===== config.mk =====
export PLATFORM = sky130hd
export DESIGN_NAME = gcd_dispatcher_flat
export DESIGN_NICKNAME = d
export VERILOG_FILES = /design/src/rtl/gcd_pkg.sv /design/src/rtl/gcd_dispatcher_if.sv /design/src/rtl/gcd_result_fifo.sv /design/src/rtl/gcd_dispatcher.sv /design/src/flat_wrapper.sv
export SDC_FILE = /design/constraint.sdc
export NUM_CORES = 1
export LEC_CHECK = 0
export BUFFER_PORTS_ARGS = -buffer_cell sky130_fd_sc_hd__buf_4
export CORE_MARGIN = 1
export CORE_UTILIZATION = 54
export DETAILED_ROUTE_END_ITERATION = 6
export GPL_TIMING_DRIVEN = 0
export PLACE_DENSITY = 0.79
export SLEW_MARGIN = 10
export SYNTH_ARGS = -nofsm -noshare
export SYNTH_HDL_FRONTEND = slang
export SYNTH_SLANG_ARGS = --single-unit

===== constraint.sdc =====
create_clock -name clk -period 4.3 [get_ports clk]
set_input_delay 1.075 -clock clk [delete_from_list [all_inputs] [get_ports clk]]
set_output_delay 1.075 -clock clk [all_outputs]
set_load 0.005 [all_outputs]

===== src/rtl/gcd_pkg.sv =====
// gcd_pkg: shared constants and types for the GCD dispatcher slice.
//   DATA_W  - operand/result width
//   OPS_W   - width of the completed-operation counter
//   state_t - dispatcher FSM state encoding
package gcd_pkg;

  localparam int DATA_W = 32;
  localparam int OPS_W  = 16;

  typedef enum logic [1:0] {
    S_IDLE  = 2'd0,
    S_START = 2'd1,
    S_WAIT  = 2'd2
  } state_t;

endpackage


===== src/rtl/gcd_dispatcher_if.sv =====
// gcd_dispatcher_if: bundles the operand stream, result stream and GCD core
// handshake of the dispatcher.
//   in_valid/in_ready/in_a/in_b          - operand pair stream into the block
//   out_valid/out_ready/out_r            - result stream out of the FIFO head
//   core_start/core_a/core_b             - command to the external GCD core
//   core_ready/core_done/core_r          - status and result from the core
//   ops_done                             - count of results pushed
// slave modport is the dispatcher side; master is the environment side.
interface gcd_dispatcher_if;
  import gcd_pkg::*;

  logic              in_valid;
  logic              in_ready;
  logic [DATA_W-1:0] in_a;
  logic [DATA_W-1:0] in_b;
  logic              out_valid;
  logic              out_ready;
  logic [DATA_W-1:0] out_r;
  logic              core_start;
  logic [DATA_W-1:0] core_a;
  logic [DATA_W-1:0] core_b;
  logic              core_ready;
  logic              core_done;
  logic [DATA_W-1:0] core_r;
  logic [OPS_W-1:0]  ops_done;

  modport slave (
    input  in_valid, in_a, in_b, out_ready, core_ready, core_done, core_r,
    output in_ready, out_valid, out_r, core_start, core_a, core_b, ops_done
  );

  modport master (
    output in_valid, in_a, in_b, out_ready, core_ready, core_done, core_r,
    input  in_ready, out_valid, out_r, core_start, core_a, core_b, ops_done
  );

endinterface


===== src/rtl/gcd_result_fifo.sv =====
// gcd_result_fifo: result FIFO with a registered head output.
//   clk, rst_n (sync, active-low)
//   push, push_data - write one entry
//   pop             - remove the head entry (ignored when empty)
//   full, empty     - occupancy flags
//   head            - registered copy of the current head entry
// DEPTH must be a power of two (2..16) so the pointers wrap naturally.
module gcd_result_fifo
  import gcd_pkg::*;
#(
  parameter int DEPTH = 4
) (
  input  logic              clk,
  input  logic              rst_n,
  input  logic              push,
  input  logic [DATA_W-1:0] push_data,
  input  logic              pop,
  output logic              full,
  output logic              empty,
  output logic [DATA_W-1:0] head
);

  localparam int AW = $clog2(DEPTH);
  localparam logic [AW-1:0] PTR_ONE  = AW'(1);
  localparam logic [AW:0]   CNT_ONE  = (AW+1)'(1);
  localparam logic [AW:0]   CNT_FULL = (AW+1)'(DEPTH);

  logic [DATA_W-1:0] mem [DEPTH];
  logic [AW-1:0]     rd_ptr;
  logic [AW-1:0]     wr_ptr;
  logic [AW:0]       count;
  logic              do_push;
  logic              do_pop;

  assign full    = (count == CNT_FULL);
  assign empty   = (count == '0);
  assign do_pop  = pop && !empty;
  // A push into a full FIFO is only legal when the head leaves on the same edge.
  assign do_push = push && (!full || do_pop);

  always_ff @(posedge clk) begin
    if (do_push) begin
      mem[wr_ptr] <= push_data;
    end
  end

  always_ff @(posedge clk) begin
    if (!rst_n) begin
      rd_ptr <= '0;
      wr_ptr <= '0;
      count  <= '0;
    end else begin
      if (do_push) begin
        wr_ptr <= wr_ptr + PTR_ONE;
      end
      if (do_pop) begin
        rd_ptr <= rd_ptr + PTR_ONE;
      end
      if (do_push && !do_pop) begin
        count <= count + CNT_ONE;
      end else if (do_pop && !do_push) begin
        count <= count - CNT_ONE;
      end
    end
  end

  // head tracks what the head entry will be after this edge: the next stored
  // entry on a pop, or the incoming data when it lands in an empty slot.
  always_ff @(posedge clk) begin
    if (!rst_n) begin
      head <= '0;
    end else if (do_pop) begin
      if (count > CNT_ONE) begin
        head <= mem[rd_ptr + PTR_ONE];
      end else if (do_push) begin
        head <= push_data;
      end
    end else if (empty && do_push) begin
      head <= push_data;
    end
  end

endmodule


===== src/rtl/gcd_dispatcher.sv =====
// gcd_dispatcher: accepts operand pairs, hands nonzero pairs to an external
// GCD core one at a time, short-circuits pairs containing a zero operand, and
// queues every result in gcd_result_fifo.
//   clk, rst_n (sync, active-low)
//   bus (gcd_dispatcher_if.slave) - operand stream, result stream, core
//                                   command/status and the ops_done counter
module gcd_dispatcher
  import gcd_pkg::*;
#(
  parameter int DEPTH = 4
) (
  input  logic                 clk,
  input  logic                 rst_n,
  gcd_dispatcher_if.slave      bus
);

  state_t            state;
  logic              core_start_q;
  logic [DATA_W-1:0] core_a_q;
  logic [DATA_W-1:0] core_b_q;
  logic [OPS_W-1:0]  ops_done_q;

  logic              fifo_full;
  logic              fifo_empty;
  logic              fifo_pop;
  logic              push;
  logic [DATA_W-1:0] push_data;
  logic              accept;
  logic              operand_zero;

  assign bus.in_ready  = (state == S_IDLE) && bus.core_ready && !fifo_full;
  assign accept        = bus.in_valid && bus.in_ready;
  assign operand_zero  = (bus.in_a == '0) || (bus.in_b == '0);
  assign fifo_pop      = bus.out_ready && !fifo_empty;

  assign bus.out_valid  = !fifo_empty;
  assign bus.core_start = core_start_q;
  assign bus.core_a     = core_a_q;
  assign bus.core_b     = core_b_q;
  assign bus.ops_done   = ops_done_q;

  // A zero operand makes the GCD the other operand, so a | b is the answer
  // and the core is never involved. Accept is only possible in S_IDLE, so the
  // two push sources can never collide.
  always_comb begin
    push      = 1'b0;
    push_data = '0;
    if (accept && operand_zero) begin
      push      = 1'b1;
      push_data = bus.in_a | bus.in_b;
    end else if (state == S_WAIT && bus.core_done) begin
      push      = 1'b1;
      push_data = bus.core_r;
    end
  end

  // core_done outside S_WAIT (including a stale pulse after reset) is ignored.
  always_ff @(posedge clk) begin
    if (!rst_n) begin
      state        <= S_IDLE;
      core_start_q <= 1'b0;
      core_a_q     <= '0;
      core_b_q     <= '0;
    end else begin
      case (state)
        S_IDLE: begin
          if (accept && !operand_zero) begin
            core_a_q     <= bus.in_a;
            core_b_q     <= bus.in_b;
            core_start_q <= 1'b1;
            state        <= S_START;
          end
        end
        S_START: begin
          core_start_q <= 1'b0;
          state        <= S_WAIT;
        end
        S_WAIT: begin
          if (bus.core_done) begin
            state <= S_IDLE;
          end
        end
        default: begin
          core_start_q <= 1'b0;
          state        <= S_IDLE;
        end
      endcase
    end
  end

  always_ff @(posedge clk) begin
    if (!rst_n) begin
      ops_done_q <= '0;
    end else if (push) begin
      ops_done_q <= ops_done_q + OPS_W'(1);
    end
  end

  gcd_result_fifo #(
    .DEPTH(DEPTH)
  ) u_fifo (
    .clk       (clk),
    .rst_n     (rst_n),
    .push      (push),
    .push_data (push_data),
    .pop       (fifo_pop),
    .full      (fifo_full),
    .empty     (fifo_empty),
    .head      (bus.out_r)
  );

endmodule


===== src/flat_wrapper.sv =====
// flat-port wrapper written by rule: the top's interface ports become plain ports
module gcd_dispatcher_flat import gcd_pkg::*;
#(
  parameter int DEPTH = 4
)
  (clk, rst_n, bus_in_valid, bus_in_a, bus_in_b, bus_out_ready, bus_core_ready, bus_core_done, bus_core_r, bus_in_ready, bus_out_valid, bus_out_r, bus_core_start, bus_core_a, bus_core_b, bus_ops_done);
  gcd_dispatcher_if bus_i ();
  input  logic clk;
  input  logic rst_n;
  input wire logic [$bits(bus_i.in_valid)-1:0] bus_in_valid;
  input wire logic [$bits(bus_i.in_a)-1:0] bus_in_a;
  input wire logic [$bits(bus_i.in_b)-1:0] bus_in_b;
  input wire logic [$bits(bus_i.out_ready)-1:0] bus_out_ready;
  input wire logic [$bits(bus_i.core_ready)-1:0] bus_core_ready;
  input wire logic [$bits(bus_i.core_done)-1:0] bus_core_done;
  input wire logic [$bits(bus_i.core_r)-1:0] bus_core_r;
  output wire logic [$bits(bus_i.in_ready)-1:0] bus_in_ready;
  output wire logic [$bits(bus_i.out_valid)-1:0] bus_out_valid;
  output wire logic [$bits(bus_i.out_r)-1:0] bus_out_r;
  output wire logic [$bits(bus_i.core_start)-1:0] bus_core_start;
  output wire logic [$bits(bus_i.core_a)-1:0] bus_core_a;
  output wire logic [$bits(bus_i.core_b)-1:0] bus_core_b;
  output wire logic [$bits(bus_i.ops_done)-1:0] bus_ops_done;
  assign bus_i.in_valid = bus_in_valid;
  assign bus_i.in_a = bus_in_a;
  assign bus_i.in_b = bus_in_b;
  assign bus_i.out_ready = bus_out_ready;
  assign bus_i.core_ready = bus_core_ready;
  assign bus_i.core_done = bus_core_done;
  assign bus_i.core_r = bus_core_r;
  assign bus_in_ready = bus_i.in_ready;
  assign bus_out_valid = bus_i.out_valid;
  assign bus_out_r = bus_i.out_r;
  assign bus_core_start = bus_i.core_start;
  assign bus_core_a = bus_i.core_a;
  assign bus_core_b = bus_i.core_b;
  assign bus_ops_done = bus_i.ops_done;
  gcd_dispatcher #(.DEPTH(DEPTH)) u_core (.clk(clk), .rst_n(rst_n), .bus(bus_i));
endmodule

# [Word-level counts from Yosys, hierarchy flattened]
# Memory sizes are Yosys's and may differ from the RTL's.
# Cells that the tools add are included.
[totals] input_bits=102 n_memories=1 reg_bits=122 ram_bits=128
[memory_table] name="u_core.u_fifo.mem" depth=4 width=32 rd=1 rd_clocked_by_memory_dff=0 wr=1 line="gcd_result_fifo.sv:28" source="logic [DATA_W-1:0] mem [DEPTH];"
[op_classes] bitwise_logic=2 eq_ne=6 magnitude_cmp=1 addsub=5 n_reduce_logical=29 n_mux=17
[ops] operator="32-bit two-way mux" count=6
[ops] operator="32-bit zero test" count=2
[ops] operator="32-bit bitwise OR" count=1
[ops] operator="16-bit by 1-bit adder with 16-bit output (second input constant)" count=1
[ops] operator="1-bit logical AND" count=12
[ops] operator="2-bit AND reduction" count=4
[ops] operator="3-bit two-way mux" count=2
[ops] operator="2-bit case mux with 3 select lines" count=1
[ops] operator="1-bit zero test" count=5
[ops] operator="1-bit two-way mux" count=5
[ops] operator="2-bit by 1-bit adder with 2-bit output (second input constant)" count=2
[ops] operator="2-bit two-way mux" count=2
[ops] operator="2-bit != test (second input constant)" count=2
[ops] operator="2-bit nonzero test" count=2
[ops] operator="3-bit by 1-bit adder with 3-bit output (second input constant)" count=1
[ops] operator="3-bit equality test (second input constant)" count=1
[ops] operator="3-bit by 1-bit greater-than comparator with 1-bit output (second input constant)" count=1
[ops] operator="3-bit zero test" count=1
[ops] operator="3-bit by 2-bit != test with 1-bit output (second input constant)" count=1
[ops] operator="3-bit by 1-bit subtractor with 3-bit output (second input constant)" count=1
[ops] operator="2-bit by 1-bit equality test with 1-bit output (second input constant)" count=1
[ops] operator="2-bit equality test (second input constant)" count=1
[ops] operator="2-bit zero test" count=1
[ops] operator="1-bit logical OR" count=2
[ops] operator="other kinds (2)" count=2

# [Logic depth before layout (Yosys ltp)]
# Gate-level depths: netlist of run 1.
[depth] depth_word=11 mapped_depth=16 mapped_depth_nobuf=13

# [By module]
# From an unflattened synthesis of run 1, not the netlist that was laid out.
[unflattened] hier_cells=929 hier_area_um2=10293.6
[modules_own_cells] mod="gcd_result_fifo" n_inst=1 seq_area_each_um2=4624.4 cells_each=417 area_per_inst_um2=6620.1
[modules_own_cells] mod="gcd_dispatcher" n_inst=1 seq_area_each_um2=1661.6 cells_each=512 area_per_inst_um2=3673.5

# [Least setup slack after synthesis of run 1]
# No wires, ideal clock.
[synth_timing] path_kind="in2reg" from="in bus_in_b[17]" to="reg u_core.u_fifo.head[20]" setup_time_ns=0.070 path_stages=14 path_buffers=2 slack_ns=0.667 t_required_ns=4.230 arrival_ns=3.563 cell_sequence="nor4_1 nand4_1 o22ai_2 a21oi_1 clkbuf_1 nor2_2 inv_1 ha_1 a21oi_1 nand2_1 o211ai_2 clkbuf_1 o21ai_0 a21oi_1"
[synth_between] elab_chain_len=8 elab_cells_between_ends=14
[synth_lines] element="from (decl)" line="flat_wrapper.sv:12" source="input wire logic [$bits(bus_i.in_b)-1:0] bus_in_b;"
[synth_lines] element="32-bit zero test *" line="gcd_dispatcher.sv:33" source="assign operand_zero = (bus.in_a == '0) || (bus.in_b == '0);"
[synth_lines] element="1-bit logical OR *" line="gcd_dispatcher.sv:33"
[synth_lines] element="1-bit logical AND *" line="gcd_dispatcher.sv:48" source="if (accept && operand_zero) begin"
[synth_lines] element="1-bit two-way mux *" line="gcd_dispatcher.sv:48"
[synth_lines] element="1-bit logical AND *" line="gcd_result_fifo.sv:39" source="assign do_push = push && (!full || do_pop);"
[synth_lines] element="net u_core.u_fifo.do_push" line="gcd_result_fifo.sv:32" source="logic do_push;"
[synth_lines] element="1-bit logical AND" line="gcd_result_fifo.sv:78" source="end else if (empty && do_push) begin"
[synth_lines] element="2-bit nonzero test (no line)"
[synth_lines] element="2-bit AND reduction (no line) *"
[synth_lines] element="to (signal assigned)" line="gcd_result_fifo.sv:74" source="head <= mem[rd_ptr + PTR_ONE];"
[synth_lines] element="to (signal assigned)" line="gcd_result_fifo.sv:76" source="head <= push_data;"
[synth_lines] element="to (signal assigned)" line="gcd_result_fifo.sv:79" source="head <= push_data;"
[synth_lines] element="to (decl)" line="gcd_result_fifo.sv:20" source="output logic [DATA_W-1:0] head"
# Mark *: on every way through the listed nets, which the timed path passes. The rest lies on a longest branch. The select of a mux whose other input is x is not followed.
# A chain may end at the register's enable or synchronous reset.

# [Worst setup path in the final report of run 1]
[layout_timing] from="in bus_in_b[0]" to="reg u_core.u_fifo.head[26]"
# Same word-level chain as after synthesis.

==> results of run 1 <==
## what timing repair did
action,in CTS,in global routing
endpoints found under the setup margin,26,32
gates resized for setup,1,12
setup buffers,0,0
hold endpoints to repair,0,0
## path summary, 6_finish.rpt
| check | start | end | slack (ps) | depth (start not counted) |
|---|---|---|---|---|
| worst max-delay path | bus_in_b[0] | u_core.u_fifo.head[26] | 230 | 14 |
| worst min-delay path | u_core.bus.core_a[27] | u_core.bus.core_a[27] | 450 | 2 |
| worst max register to register | u_core.u_fifo.count[0] | u_core.u_fifo.head[26] | 550 | 15 |
| worst min register to register | u_core.bus.core_a[27] | u_core.bus.core_a[27] | 450 | 2 |
## cell type report
class / count / area (um^2) / area share [%]
clock inverter: 8 / 72.6 / 0.557
clock buffer: 40 / 764 / 5.87
buffer: 57 / 231 / 1.78
multi-input combinational: 536 / 3690 / 28.3
tap: 229 / 287 / 2.20
timing repair buffer: 217 / 1650 / 12.7
sequential: 250 / 6290 / 48.3
inverter: 13 / 48.8 / 0.375
## cells by family after synthesis
kind of cell,Yosys count
fa+ha+maj,11
simple gates,252
mux,70
flops,250
buf+inv,70
xor+xnor,5
compound gates,198
## cell usage after synthesis (2+ instances only)
cell type	instances
a21oi_1	115
a32o_1	32
and2_1	4
and3_1	2
buf_1	8
buf_2	10
clkbuf_1	39
dfxtp_1	122
edfxtp_1	128
ha_1	11
inv_1	13
mux2i_1	38
mux4_2	32
nand2_1	145
nand2b_1	5
nand3_1	7
nand4_1	6
nor2_1	14
nor4_1	18
o21ai_0	40
o31ai_1	5
or2_2	34
or3_1	8
or4_1	5
xor2_1	5
## metrics by stage
| step | power, mW | area (um^2) | setup TNS [ps] | util [%] |
|---|---|---|---|---|
| 5_1_grt | 6.89 | 13000 | 0 | 71.3 |
| 4_1_cts | 6.63 | 13000 | 0 | 71.2 |
| 3_3_place_gp | 4.40 | 12100 | -76700 | 66.4 |
| 2_1_floorplan | 3.73 | 10200 | 0 | - |
| 3_5_place_dp | 4.45 | 12200 | -17660 | 66.5 |
| 6_report | 6.61 | 13000 | 0 | 71.3 |
## placed cells by master, fill, tap and decap left out, types with 17 or more instances in the layout
master | netlist | routed
nor4_1 | 18 | 17
or2_2 | 34 | 34
edfxtp_1 | 128 | 128
buf_4 | 0 | 216
dfxtp_1 | 122 | 122
clkbuf_1 | 39 | 43
o21ai_0 | 40 | 40
nand2_1 | 145 | 145
a21oi_1 | 115 | 115
mux4_2 | 32 | 32
a32o_1 | 32 | 32
mux2i_1 | 38 | 38
clkbuf_16 | 0 | 27
## state kept, by name, indices dropped and copies added (netlist names), 3 cells and up
| register | count |
|---|---|
| u_core.bus.core_b | 32 |
| u_core.u_fifo.head | 32 |
| u_core.u_fifo.count | 3 |
| u_core.bus.core_a | 32 |
| u_core.bus.ops_done | 16 |
| u_core.u_fifo.mem | 128 |
## worst max-delay path: stages
cell and delay, ps:
buf_4 120, nor4_1 400, nand4_1 290, o22ai_4 340, a21oi_1 130, clkbuf_1 290
nor2_4 290, inv_1 70, ha_1 210, a21oi_1 180, nand2_1 120, o211ai_4 380
clkbuf_1 420, a21oi_1 130
## power by group
| part | switching, mW | internal [mW] | total (mW) |
|---|---|---|---|
| Clock | 0.908 | 1.28 | 2.19 |
| Combinational | 0.815 | 0.726 | 1.54 |
| Sequential | 0.146 | 2.73 | 2.88 |
| Total | 1.87 | 4.74 | 6.61 |
## layer usage
| metal | global-route usage (%) | routed length (um) | vias up |
|---|---|---|---|
| met5 | 0 | 0 | - |
| met4 | 7.11 | 704 | 0 |
| met3 | 6.68 | 2210 | 58 |
| met1 | 38.1 | 11300 | 3748 |
| met2 | 49.0 | 13600 | 341 |
| li1 | - | - | 3663 |
==> flow_summary_export.csv, run 1 <==
group,metric,value,unit
global_route,grt_max_degree,33,
synth,yosys.area_share.simple,11.5,%
drt,ant_nets,0,
finish,nFillCells,1306,
synth,synth-compound-area-share,11.7,%
synth,yosysUniqueCellTypes,35,
critical_path,crit_arrival,4460,ps
synth,synth_nets,969,
synth,async_flop_share,0,%
drt,via_per_inst,5.79,
timing,relSlewSlack,39.8,%
global_route,grt_overflow_total,0,
clocking,root_buffer,"clkbuf_16",
run,maxCapViolCount,0,
synth,synth-xor-area-share,0.429,%
timing,setup_violations,0,
synth,yosysWarnings,0,
clocking,holdBufCountCts,0,
die,io_pins,217,
synth,synth_top_area_cell,"edfxtp_1",
placed_design,dp.cells,1302,
timing,rsz0062_at_grt,"no",
synth,postSynthAreaPerCell,11.9,um^2
clocking,numCtsBuffers,26,
drt,drt-wirelength-per-cell,20.7,um
timing,setup_ws,231,ps
worst_hold_path,min-delay-path-class,"flop to flop",
clocking,cts_tree,"built",
timing,hold_viol_final,0,
clocking,clkSinkCount,250,
timing,fmax,246,MHz
timing,post-route-period-util,94.6,%
die,rows,49,
die,core,18300,um^2
timing,fin_crit,4070,ps
synth,ys_seq_elements,250,
synth,synthFlopType,"edfxtp_1",
critical_path,crit_fanout,10,
finish,area_growth,27.5,%
synth,synthMuxAreaShare,10.8,%
global_route,grt_pass1_vias,7798,
die,dieWidth,140,um
finish,finalNonFillerCells,1350,
global_route,antenna_found_initial,0,
clocking,clkSlewWorstSetupHoldPaths,60,ps
finish,drive_above_1_share,30.4,%
die,fp.dieArea,19500,um^2
placed_design,dp_hpwl,20100,um
die,die_height,140,um
timing,fin_skew,9.70,ps
finish,num-nets-final,1214,
drt,routed_wl,27900,um
synth,netlist.area_leader.share,37.6,%
critical_path,critPathKind,"primary input to flop",
finish,antenna_cells,0,
critical_path,crit_path_end_kind,"flop",
global_route,track_usage,29.0,%
timing,worst_pin_slew,903,ps
timing,whs,453,ps
critical_path,required,4690,ps
critical_path,start_kind,"primary input",
placed_design,portBuffers,216,
synth,seq_area_frac_synth,61.5,%
drt,drt_drc_violations_left,0,
synth,syn_inst,856,
global_route,grt_pass1_wl,43300,um
timing,slew_violations,0,
pwr,power_leakage,4.71,nW
clocking,ctsHtreeMaxLevel,1,
synth,synth_top_family_by_area,"compound AO/OA/AOI/OAI gates",
run_status,status,"finished clean",
drt,drtIter0Drc,690,
clocking,clock_path_buffers,3,
synth,synth-edff-count,128,
pwr,ir_worst_vdd,0.000385,V
placed_design,place_congestion,0.897,
drt,vias,7810,
synth,synthTopCellsByArea,"edfxtp_1, dfxtp_1, mux4_2",
drt,firstDrtPassIters,5,
die,initial_core_util,55.9,%
pwr,power.density,508,nW/um^2
synth,synth.cell_area,10200,um^2
placed_design,pre_cts_ws,-610,ps
clocking,clk_latency,530,ps
synth,synth-adder-area-share,1.35,%
No activity file was read; power rests on OpenSTA's default activity.
==> run 2: changes to the inputs <==
Settings changed: GPL_TIMING_DRIVEN 0 to unset.
==> flow_summary_export.csv, run 2 (synthesized netlist as in run 1, its figures left out) <==
group,metric,value,unit
run,maxCapViolCount,0,
placed_design,place_congestion,0.883,
finish,area_growth,27.0,%
clocking,root_buffer,"clkbuf_16",
timing,worst_pin_slew,1010,ps
global_route,grt_pass1_vias,7565,
placed_design,place_area,12100,um^2
drt,via_per_inst,5.88,
drt,drt-wirelength-per-cell,20.4,um
drt,ant_nets,0,
run_status,status,"finished clean",
pwr,swShare,27.6,%
critical_path,reg2reg_depth,14,
pwr,ir_worst_vdd,0.000399,V
worst_hold_path,hold_depth,2,
timing,fin_skew,8.20,ps
timing,post-route-period-util,76.1,%
timing,relSlewSlack,32.8,%
finish,finish.instance_area,13000,um^2
timing,fin_crit,3270,ps
timing,fmax,306,MHz
clocking,clkSlewWorstSetupHoldPaths,60,ps
critical_path,ff2ff_setup_slack,1600,ps
die,rows,49,
critical_path,worstReg2RegEnd,"u_core.u_fifo.head[31]",
drt,routed_wl,26800,um
timing,tns,0,ps
placed_design,portBuffers,216,
clocking,clock_path_buffers,3,
die,die_height,140,um
pwr,p_sw,1.84,mW
worst_hold_path,min-delay-path-class,"flop to flop",
timing,rsz0062_at_grt,"no",
drt,drt_drc_violations_left,0,
timing,hold_viol_final,0,
timing,setup_violations,0,
pwr,power.share.combinational,22.5,%
clocking,postCtsSetupBuffers,0,
global_route,grt_pass1_wl,41400,um
worst_hold_path,worstHoldStart,"u_core.bus.core_b[0]",
critical_path,crit_path_end_kind,"flop",
timing,whs,454,ps
critical_path,r2r-start,"u_core.u_fifo.count[0]",
drt,drtIter0Drc,532,
pwr,power.density,513,nW/um^2
worst_hold_path,holdPathEnd,"u_core.bus.core_b[0]",
die,initial_core_util,55.9,%
clocking,clkSinkCount,250,
global_route,track_usage,27.6,%
finish,largest_reg_flops,128,
die,fp.dieArea,19500,um^2
finish,final_core_util,71.0,%
pwr,clockPowerShare,34.0,%
finish,mostFrequentLayoutCell,"buf_4",
clocking,holdBufCountCts,0,
global_route,grt_max_degree,65,
clocking,cts_resized,0,
die,io_pins,217,
die,dieWidth,140,um
drt,firstDrtPassIters,7,
critical_path,critPathKind,"primary input to flop",
finish,num-nets-final,1177,
global_route,grt_overflow_total,0,
pwr,power_leakage,4.71,nW
global_route,antenna_found_initial,0,
critical_path,crit_fanout,64,
critical_path,start_kind,"primary input",
placed_design,dp.cells,1265,
clocking,ctsHtreeMaxLevel,1,
clocking,cts_tree,"built",
drt,vias,7714,
pwr,power.internal,4.82,mW
placed_design,dp_hpwl,18200,um
finish,final_cell_mix,"buf_4, nand2_1, edfxtp_1",
finish,drive_above_1_share,31.9,%
critical_path,required,4750,ps
critical_path,crit_arrival,3720,ps
clocking,numCtsBuffers,26,
die,core,18300,um^2
finish,antenna_cells,0,
pwr,sequentialPowerShare,43.5,%
timing,slew_violations,0,
finish,finalNonFillerCells,1313,
clocking,clk_latency,520,ps
finish,regMostFlops,"u_core.u_fifo.mem",
[run 2: changes by cell type in the layout (fill, tap and decap cells not counted), moves of 3 or more]
cell / delta
and2_1: +4
and2_2: -4
buf_1: -9
buf_2: -10
buf_4: +19
clkbuf_1: -34
clkbuf_2: -4
clkbuf_8: -3
[run 2: power by group through the flow]
stage               Combinational [mW]  Sequential (mW)  Clock [mW]
finish                            1.50             2.90        2.26
global route                      1.63             2.93        2.37
CTS                               1.50             2.90        2.28
detailed placement                1.49             2.95           0
global placement                  1.45             2.95           0
floorplan                        0.824             2.91           0
[run 2: worst max-delay path by stage]
stage                                   endpoint  slack [ps]         start  depth (start not counted)
after CTS                 u_core.u_fifo.head[31]        1050   bus_in_b[8]                         14
after global placement     u_core.u_fifo.head[5]         650  bus_in_b[17]                         14
after floorplan           u_core.u_fifo.head[20]         670  bus_in_b[17]                         14
final                     u_core.u_fifo.head[31]        1030   bus_in_a[0]                         14
after detailed placement  u_core.u_fifo.head[31]         520   bus_in_b[8]                         14
after global routing       u_core.u_fifo.head[4]         860   bus_in_a[0]                         14
[run 2: worst max-delay path, stage by stage]
cell	delay, ps
buf_4	120
nor4_1	420
nand4_1	290
o22ai_2	230
a21oi_2	100
nor2_2	130
inv_1	50
ha_1	200
a21oi_1	170
nand2_1	120
o211ai_4	220
buf_12	270
o21ai_0	130
a21oi_1	160
[run 2: per-layer routing]
metal  part of all wire [%]  global-route usage [%]  up-vias
met5                      0                       0        -
met4                    3.3                    9.60        0
met3                    8.7                    5.75       67
met2                     48                    45.1      347
met1                     40                    36.7     3723
li1                       -                       -     3577
[run 2: final cells by class]
type	count	area (um^2)
Clock buffer	37	723
Clock inverter	11	134
Fill cell	1318	5300
Inverter	13	48.8
Multi-Input combinational cell	536	3690
Sequential cell	250	6290
Tap cell	229	287
Timing Repair Buffer	237	1800
[run 2: metrics by stage]
| step | worst slack, ps | power [mW] |
|---|---|---|
| 2_1_floorplan | 667 | 3.73 |
| 3_3_place_gp | 645 | 4.39 |
| 3_5_place_dp | 522 | 4.44 |
| 4_1_cts | 1050 | 6.68 |
| 5_1_grt | 859 | 6.93 |
| 6_report | 1030 | 6.66 |
==> run 3: changes to the inputs <==
Settings changed: ABC_AREA set to 1, CORE_UTILIZATION 54 to 56, PLACE_DENSITY 0.79 to 0.81.
Clock period 4.3 ns to 3.3 ns, I/O delays scaled along.
==> flow_summary_export.csv, run 3 <==
group,metric,value,unit
synth,synthMuxAreaShare,0,%
clocking,clk_latency,520,ps
synth,synth_nets,1465,
synth,synth_common_cells,"nand2_1, nand3_1, inv_1",
placed_design,place_area,13200,um^2
die,dieWidth,144,um
global_route,track_usage,30.8,%
finish,area_growth,23.4,%
finish,nFillCells,1532,
synth,seq_area_frac_synth,55.7,%
pwr,ir_worst_vdd,0.000369,V
drt,drt-wirelength-per-cell,17.4,um
drt,via_per_inst,5.50,
timing,setup_ws,642,ps
finish,largest_reg_flops,128,
finish,drive_above_1_share,20.4,%
synth,synth_top_family_by_area,"simple AND/OR/NAND/NOR gates",
critical_path,crit_path_end_kind,"flop",
timing,worst_pin_slew,978,ps
die,fp.dieArea,20700,um^2
timing,fmax,376,MHz
drt,drtIter0Drc,1141,
clocking,ctsHtreeMaxLevel,1,
finish,num-nets-final,1656,
finish,antenna_cells,0,
critical_path,required,3750,ps
timing,whs,460,ps
timing,fin_skew,7.25,ps
timing,setup_violations,0,
global_route,grt_max_degree,98,
drt,drt_drc_violations_left,0,
drt,vias,10044,
placed_design,portBuffers,216,
synth,synthFlopType,"edfxtp_1",
timing,slew_violations,0,
synth,async_flop_share,0,%
timing,relSlewSlack,34.7,%
clocking,clkSinkCount,250,
placed_design,dp_hpwl,21100,um
critical_path,crit_fanout,43,
synth,synthTopCellsByArea,"edfxtp_1, dfxtp_1, nand2_1",
finish,mostFrequentLayoutCell,"nand2_1",
synth,netlist.area_leader.share,34.1,%
synth,synth-compound-area-share,8.60,%
synth,synth-adder-area-share,1.22,%
synth,postSynthAreaPerCell,8.34,um^2
die,core,19600,um^2
placed_design,pre_cts_ws,223,ps
critical_path,crit_chain,"inv_1, ha_1, nand2_1, inv_2, nor3b_2, and2_4, nand2_4, nand2_2, o21ai_2, ha_1, nand2_1, nand2_4, nand2_1, nand2_1, nor2_1",
drt,firstDrtPassIters,5,
clocking,clock_path_buffers,3,
critical_path,path_common_cell,"nand2_1",
worst_hold_path,min-delay-path-class,"flop to flop",
pwr,power_leakage,6.23,nW
synth,synth-xor-area-share,0.543,%
clocking,postCtsSetupBuffers,0,
drt,ant_nets,0,
timing,hold_viol_final,0,
critical_path,start_kind,"flop",
die,die_height,144,um
critical_path,crit_arrival,3110,ps
global_route,grt_pass1_wl,48800,um
finish,final_cell_mix,"nand2_1, buf_4, nand3_1",
synth,yosys.cell_count.top_type,"nand2_1",
critical_path,crit_path_max_incr_delay,360,ps
die,io_pins,217,
finish,multi_input_area,4110,um^2
synth,yosysWarnings,0,
run,maxCapViolCount,0,
clocking,cts_tree,"built",
clocking,root_buffer,"clkbuf_16",
global_route,antenna_found_initial,0,
synth,ys_seq_elements,250,
critical_path,critPathKind,"flop to flop",
synth,synth_top_area_cell,"edfxtp_1",
timing,rsz0062_at_grt,"no",
synth,syn_inst,1352,
timing,fin_crit,2660,ps
pwr,power.density,685,nW/um^2
critical_path,crit_slowest_cell,"dfxtp_1",
die,initial_core_util,57.6,%
synth,yosysUniqueCellTypes,30,
clocking,numCtsBuffers,25,
clocking,cts_resized,0,
timing,post-route-period-util,80.6,%
run_status,status,"finished clean",
finish,final_core_util,71.1,%
finish,finish.instance_area,13900,um^2
global_route,grt_pass1_vias,9430,
finish,regMostFlops,"u_core.u_fifo.mem",
die,rows,51,
synth,synth.cell_area,11300,um^2
global_route,grt_overflow_total,0,
synth,yosys.area_share.simple,25.9,%
drt,routed_wl,31700,um
clocking,clkSlewWorstSetupHoldPaths,60,ps
finish,regArea,6290,um^2
clocking,holdBufCountCts,0,
synth,synth-edff-count,128,
placed_design,place_congestion,0.902,
[run 3: where the power goes]
group | leakage (nW) | total (mW) | internal (mW) | switching, mW
clock network | 0.370 | 2.61 | 1.46 | 1.15
registers | 2.16 | 3.78 | 3.58 | 0.196
logic | 3.71 | 3.14 | 1.20 | 1.94
total | 6.23 | 9.53 | 6.25 | 3.28
[run 3: cell families (layout without fill, tap and decap cells)]
logic type / count (synthesis) / after routing
compound gates: 177 / 177
xor+xnor: 7 / 7
fa+ha+maj: 11 / 11
buf+inv: 227 / 436
flops: 250 / 250
simple gates: 680 / 680
[run 3: metal layers]
| layer | track usage, % | wire length (um) | up-vias | part of all wire (%) |
|---|---|---|---|---|
| met5 | 0 | 0 | - | 0 |
| met4 | 10.9 | 834 | 0 | 2.6 |
| met3 | 6.73 | 3240 | 62 | 10 |
| met2 | 50.3 | 14700 | 510 | 47 |
| met1 | 40.4 | 12900 | 4666 | 41 |
| li1 | - | - | 4806 | - |
[run 3: worst paths after layout]
kind,start,end,slack (ps),depth (start not counted)
worst max register to register,u_core.u_fifo.count[0],u_core.u_fifo.head[25],640,15
worst max-delay path,u_core.u_fifo.count[0],u_core.u_fifo.head[25],640,15
worst min-delay path,u_core.bus.core_b[4],u_core.bus.core_b[4],460,2
worst min register to register,u_core.bus.core_b[4],u_core.bus.core_b[4],460,2
[run 3: worst max-delay path, delay by kind of cell (launching register included)]
kind            cells  cell delay, ps
buf+inv             2             150
flops               1             360
compound gates      1             140
fa+ha+maj           2             470
simple gates       10            1460
[run 3: layout make-up]
cell class                      count  share of cell area, %
Timing Repair Buffer              239                   13.5
Sequential cell                   250                   45.2
Clock buffer                       36                   5.01
Tap cell                          265                   2.38
Inverter                          152                   4.10
Clock inverter                      9                  0.306
Multi-Input combinational cell    875                   29.5
[run 3: per-stage QoR]
step                cells  TNS (ps)  power, mW
floorplan            1352    -37570       5.76
global placement     1781         0       6.85
detailed placement   1781         0       6.93
CTS                  1826         0       9.55
global route         1826         0       10.1
finish               1826         0       9.53
